### src/rtl/best_weight_ctrl.sv
// best_weight_ctrl: sequences the weight memory through an iterative solve.
// Initial guesses are loaded (INIT), then every iteration reads the active
// weights (READ), waits for the iteration error (WAIT_ERR) and rewrites the
// active weights (SAVE) only when the error strictly improves on best_err.
// Every output is a register. A memory strobe therefore goes high in the
// cycle after the condition that requests it; in INIT this means mem_wr_en
// lags init_valid by one cycle, and the data path must align data_in to it.
// dbg_state exposes the FSM state to checkers.
module best_weight_ctrl #(
    parameter int DATA_WIDTH   = 32,
    parameter int EXTRA_BITS   = 2,
    parameter int NUM_UNKNOWNS = 4,
    parameter int RAM_DEPTH    = 8,
    parameter int ITER_WIDTH   = 16,
    localparam int ERR_WIDTH   = DATA_WIDTH + EXTRA_BITS
) (
    input  logic                  clk,
    input  logic                  rst,
    input  logic                  start,
    input  logic                  abort,
    input  logic [ITER_WIDTH-1:0] max_iter,
    input  logic                  init_valid,
    input  logic                  err_valid,
    input  logic [ERR_WIDTH-1:0]  err_in,
    output logic                  mem_wr_en,
    output logic                  mem_rd_en,
    output logic                  mem_update,
    output logic                  mem_init_flag,
    output logic [ERR_WIDTH-1:0]  best_err,
    output logic [ITER_WIDTH-1:0] iter_count,
    output logic                  busy,
    output logic                  done,
    output logic                  converged,
    output logic [2:0]            dbg_state
);

    localparam int CNT_W = $clog2(RAM_DEPTH + 1);
    localparam logic [CNT_W-1:0] INIT_LAST = CNT_W'(RAM_DEPTH - 1);
    localparam logic [CNT_W-1:0] NUM_LAST  = CNT_W'(NUM_UNKNOWNS - 1);

    typedef enum logic [2:0] {
        IDLE     = 3'd0,
        INIT     = 3'd1,
        READ     = 3'd2,
        WAIT_ERR = 3'd3,
        SAVE     = 3'd4,
        DONE     = 3'd5
    } state_t;

    state_t                state;
    logic [CNT_W-1:0]      cnt;       // writes issued in INIT, cycles in READ/SAVE
    logic [ITER_WIDTH-1:0] max_lim;   // latched iteration limit, 0 mapped to 1
    logic                  err_zero;  // the error that triggered SAVE was zero

    logic [ITER_WIDTH-1:0] iter_next;
    logic                  err_better;
    logic                  end_iter;
    logic                  end_zero;

    assign dbg_state = state;

    // End-of-iteration decode shared by the non-improving and SAVE exits
    always_comb begin
        iter_next  = (iter_count == '1) ? iter_count : iter_count + ITER_WIDTH'(1);
        err_better = (err_in < best_err);
        end_iter   = 1'b0;
        end_zero   = 1'b0;
        if (state == WAIT_ERR && err_valid && !err_better) begin
            end_iter = 1'b1;
            end_zero = (err_in == '0);
        end else if (state == SAVE && cnt == NUM_LAST) begin
            end_iter = 1'b1;
            end_zero = err_zero;
        end
    end

    // Control FSM with registered strobes and status
    always_ff @(posedge clk or posedge rst) begin
        if (rst) begin
            state         <= IDLE;
            cnt           <= '0;
            max_lim       <= '0;
            err_zero      <= 1'b0;
            mem_wr_en     <= 1'b0;
            mem_rd_en     <= 1'b0;
            mem_update    <= 1'b0;
            mem_init_flag <= 1'b0;
            best_err      <= '1;
            iter_count    <= '0;
            busy          <= 1'b0;
            done          <= 1'b0;
            converged     <= 1'b0;
        end else if (abort) begin
            // Drop everything but keep the status of the abandoned solve
            state         <= IDLE;
            cnt           <= '0;
            mem_wr_en     <= 1'b0;
            mem_rd_en     <= 1'b0;
            mem_update    <= 1'b0;
            mem_init_flag <= 1'b0;
            busy          <= 1'b0;
            done          <= 1'b0;
        end else begin
            case (state)
                IDLE: begin
                    done <= 1'b0;
                    if (start) begin
                        max_lim       <= (max_iter == '0) ? ITER_WIDTH'(1) : max_iter;
                        iter_count    <= '0;
                        best_err      <= '1;
                        converged     <= 1'b0;
                        cnt           <= '0;
                        busy          <= 1'b1;
                        mem_init_flag <= 1'b1;
                        state         <= INIT;
                    end
                end
                INIT: begin
                    // cnt counts write pulses actually issued, so the last
                    // write finishes before the first read strobe
                    if (mem_wr_en && cnt == INIT_LAST) begin
                        mem_wr_en     <= 1'b0;
                        mem_init_flag <= 1'b0;
                        mem_rd_en     <= 1'b1;
                        cnt           <= '0;
                        state         <= READ;
                    end else begin
                        mem_wr_en <= init_valid;
                        if (mem_wr_en) cnt <= cnt + CNT_W'(1);
                    end
                end
                READ: begin
                    if (cnt == NUM_LAST) begin
                        mem_rd_en <= 1'b0;
                        cnt       <= '0;
                        state     <= WAIT_ERR;
                    end else begin
                        cnt <= cnt + CNT_W'(1);
                    end
                end
                WAIT_ERR: begin
                    if (err_valid && err_better) begin
                        best_err   <= err_in;
                        err_zero   <= (err_in == '0);
                        mem_update <= 1'b1;
                        mem_wr_en  <= 1'b1;
                        cnt        <= '0;
                        state      <= SAVE;
                    end
                end
                SAVE: begin
                    if (cnt == NUM_LAST) begin
                        mem_update <= 1'b0;
                        mem_wr_en  <= 1'b0;
                        cnt        <= '0;
                    end else begin
                        cnt <= cnt + CNT_W'(1);
                    end
                end
                DONE: begin
                    done  <= 1'b0;
                    busy  <= 1'b0;
                    state <= IDLE;
                end
                default: state <= IDLE;
            endcase

            if (end_iter) begin
                iter_count <= iter_next;
                if (end_zero) begin
                    converged <= 1'b1;
                    done      <= 1'b1;
                    state     <= DONE;
                end else if (iter_next == max_lim) begin
                    done  <= 1'b1;
                    state <= DONE;
                end else begin
                    mem_rd_en <= 1'b1;
                    state     <= READ;
                end
            end
        end
    end

endmodule

### config.mk
export PLATFORM = sky130hd
export DESIGN_NAME = best_weight_ctrl
export DESIGN_NICKNAME = d
export VERILOG_FILES = /design/src/rtl/best_weight_ctrl.sv
export SDC_FILE = /design/constraint.sdc
export NUM_CORES = 1
export LEC_CHECK = 0
export ABC_AREA = 1
export BUFFER_PORTS_ARGS = -buffer_cell sky130_fd_sc_hd__buf_4
export CORE_MARGIN = 1
export CORE_UTILIZATION = 35
export CTS_CLUSTER_DIAMETER = 150
export DETAILED_ROUTE_END_ITERATION = 8
export GPL_ROUTABILITY_DRIVEN = 0
export GPL_TIMING_DRIVEN = 0
export PLACE_DENSITY = 0.59
export SLEW_MARGIN = 20
export SYNTH_ARGS = -nofsm -noshare
export SYNTH_HDL_FRONTEND = slang
export SYNTH_SLANG_ARGS = --single-unit
### constraint.sdc
create_clock -name clk -period 2.08 [get_ports clk]
set_clock_uncertainty 0.1 [all_clocks]
set_input_delay 0 -clock clk [delete_from_list [all_inputs] [get_ports clk]]
set_output_delay 0 -clock clk [all_outputs]
set_load 0.02 [all_outputs]
==> metrics.md <==
| Metric | Value |
|---|---|
| FF-to-FF path depth | 15 |
| Vias in the first global route | 5918 |
| Synth top area share | 21.4% |
| Final ANT Viol Nets | 0 |
| DR WL/cell | 15.1 um |
| Synth Area in Simple Gates | 30.0% |
| Setup-failing EPs final | 65 |
| Root buffer cell | clkbuf_16 |
| Routed vias/inst | 4.94 |
| Setup crit end kind | register |
| Least-Margin Pin Slew | 0.742 ns |
| Initial antenna violation count | 0 |
| Die X | 127 um |
| Outcome | complete, but fails checks |
| Final hold slack | 0.0149 ns |
| ANT cells | 0 |
| Final slew viol count | 0 |
| Area of the mapped netlist | 5500 um^2 |
| Post-layout min period | 2.58 ns |
| Hpwl dp | 12500 um |
| Failing checks | setup timing |
| Unrepaired setup endpoints after global routing | true |
| Post-place instance area | 6930 um^2 |
| Crit path kind | register to register |
| Overall Global Routing Usage | 23.2% |
| Mean area per synthesized cell | 7.12 um^2 |
| Pwr Density | 1110 nW/um^2 |
| Drt first pass iters | 5 |
| Hold Crit Endpoint | max_lim[0] |
| Worst r2r src | best_err[15] |
| Hold_sp | start |
| Relative slew margins | 50.0% |
| Worst-Skew Late Latency | 0.35 ns |
| Leakage | 4.05 nW |
| Worst Path Max Fanout | 7 |
| Final net count | 1070 |
| Post-layout util | 56.7% |
| Via count of the routed design | 5902 |
| Final instance area | 8650 um^2 |
| Fraction of layout cells with a size suffix above 1 | 37.2% |
| Commonest non-fill, non-tap cell in the layout | nand2_1 |
| IO Count | 116 |
| YS warnings | 0 |
| Routed Wire Length | 18100 um |
| Adder-Cell Fraction of Synth Area | 7.96% |
| CTS Buffer Depth | 2 |
| Worst IR Drop VDD | 0.749 mV |
| Area grow syn2layout | 57.3% |
| Most frequent cells in the layout | nand2_1, buf_4, inv_1 |
| Reg2reg end | best_err[31] |
| Largest net degree at the start of global routing | 33 |
| DR iter-0 viols | 216 |
| Dpl ws | -0.687 ns |
| Worst path arrival time | 2.75 ns |
| Die Ht | 127 um |
| Clock transition at path regs | 0.06 ns |
| WHS Path Cells | 3 |
| Mux cell area share after synthesis | 0% |
| Syn nets | 863 |
| Core ar. | 15300 um^2 |
| DRC viols | 0 |
| Slack of the worst reg-to-reg path | -0.50 ns |
| Row count | 45 |
| CTS buffer count | 9 |
| Synth top area cells | dfrtp_1, dfstp_2, nand2_1 |
| Die ar. | 16200 um^2 |
| Port Buf Inserts | 115 |
| CP required | 2.25 ns |
| Grt ovf | 0 |
| Synth unique cells | 36 |
| Main combinational cell family by area after synthesis | simple AND/OR/NAND/NOR gates |
| Xor and xnor area share after synthesis | 0.637% |
| Syn Inst Count | 772 |
| Hold crit path type | input pin to register |
| Fin worst setup slack | -0.502 ns |
| Crit share post-route | 124% |
| Startpoint types | register |
| Complex-gate fraction of the synthesized area | 14.1% |
| Clk sinks | 81 |
| FMAX | 0.387 GHz |
| Final Hold Fails | 0 |
| H-tree depth | 3 |
| Maxcap violations | 0 |
| Post-synthesis register bit count | 81 |
| Leading area contributor after synthesis | dfrtp_1 |
| TritonCTS clock tree | built |
| Seq/Total Area, Yosys | 37.6% |
| Starting Density | 36.0% |
| First-pass GRT wire length | 29400 um |
-- registers in the layout, summed over array words and instances, names as in the netlist --
signal	count
best_err	34
busy	1
cnt	4
converged	1
dbg_state	3
done	1
err_zero	1
iter_count	16
max_lim	16
mem_init_flag	1
mem_rd_en	1
mem_update	1
mem_wr_en	1
-- Yosys cell counts (all sizes together) --
| library cell | count |
|---|---|
| a41oi | 1 |
| clkinv | 1 |
| nand3 | 51 |
| and3 | 1 |
| o221ai | 1 |
| xor2 | 3 |
| dfrtp | 47 |
| nor4 | 7 |
| xnor2 | 1 |
| nand3b | 3 |
| nor3 | 10 |
| a21oi | 18 |
| nand2 | 210 |
| a21o | 2 |
| o211ai | 2 |
| ha | 35 |
| clkbuf | 11 |
| a211oi | 1 |
| o21ai | 119 |
| o22ai | 4 |
| o21a | 1 |
| inv | 117 |
| buf | 7 |
| nor2 | 69 |
| nand4 | 16 |
| dfstp | 34 |
-- report_power, final --
part / switching, mW / internal, mW
Sequential: 0.420 / 2.37
Clock: 0.671 / 0.945
Combinational: 2.88 / 2.29
Total: 3.97 / 5.60
-- worst max-delay path, stage by stage (launching register included) --
cell and delay [ns]:
dfstp_2 0.53, inv_1 0.06, ha_1 0.30, a21oi_2 0.14, o21ai_1 0.07, nor2_1 0.14, nand2_2 0.09, nand2_2 0.09
nand3_2 0.10, nand2_4 0.08, inv_4 0.04, nor3_4 0.21, buf_12 0.17, clkbuf_16 0.17, clkbuf_16 0.15, o21ai_1 0.06
-- per-stage QoR --
step / instances / power (mW) / setup TNS (ns)
global route: 1195 / 10.2 / -33.16
floorplan: 772 / 5.42 / -9.65
finish: 1195 / 9.57 / -23.11
detailed placement: 1100 / 6.81 / -33.02
global placement: 1098 / 6.77 / -32.74
CTS: 1185 / 9.07 / -23.16
-- layout make-up --
cell class                 instances  area [um^2]
tap                              211          264
multi-input combinational        555         3610
sequential                        81         2070
clock inverter                     2         10.0
inverter                         118          463
buffer                            18          206
timing repair buffer             196         1740
fill                            1407         6610
clock buffer                      14          285
-- metal layers --
layer / vias up / GRT usage, % / share of wire (%)
li1: 2939 / - / -
met1: 2759 / 27.5 / 42
met2: 170 / 40.4 / 51
met3: 34 / 4.31 / 4.9
met4: 0 / 10.9 / 2.7
met5: - / 0 / 0
-- how the worst max path moves through the flow --
stage                       startpoint      endpoint  slack, ns  depth (start not counted)
after global placement    best_err[15]  best_err[24]      -0.68                         13
after CTS                 best_err[13]   best_err[8]      -0.39                         17
final                     best_err[15]  best_err[31]      -0.50                         15
after detailed placement  best_err[15]  best_err[22]      -0.69                         14
after floorplan           best_err[21]  best_err[10]      -0.24                         18
after global routing      best_err[15]  best_err[31]      -0.63                         15
-- timing repair --
| action | 4_1_cts | 5_1_grt |
|---|---|---|
| resized for setup | 123 | 60 |
| setup endpoints to repair | 79 | 81 |
| setup buffers | 12 | 9 |
| hold buffers | 55 | 0 |
| endpoints found under the hold margin | 70 | 0 |
| gates cloned | 3 | 3 |
| pin swaps | 22 | 24 |
-- cell families (layout without fill, tap and decap cells) --
logic type                 Yosys count  after routing
and+or+nand+nor                    367            367
AOI/OAI and AO/OA                  149            149
buffers and inverters              136            348
DFF                                 81             81
adders and majority gates           35             35
xor gates and xnor gates             4              4
Note: power is estimated with default switching activity, not from simulation.
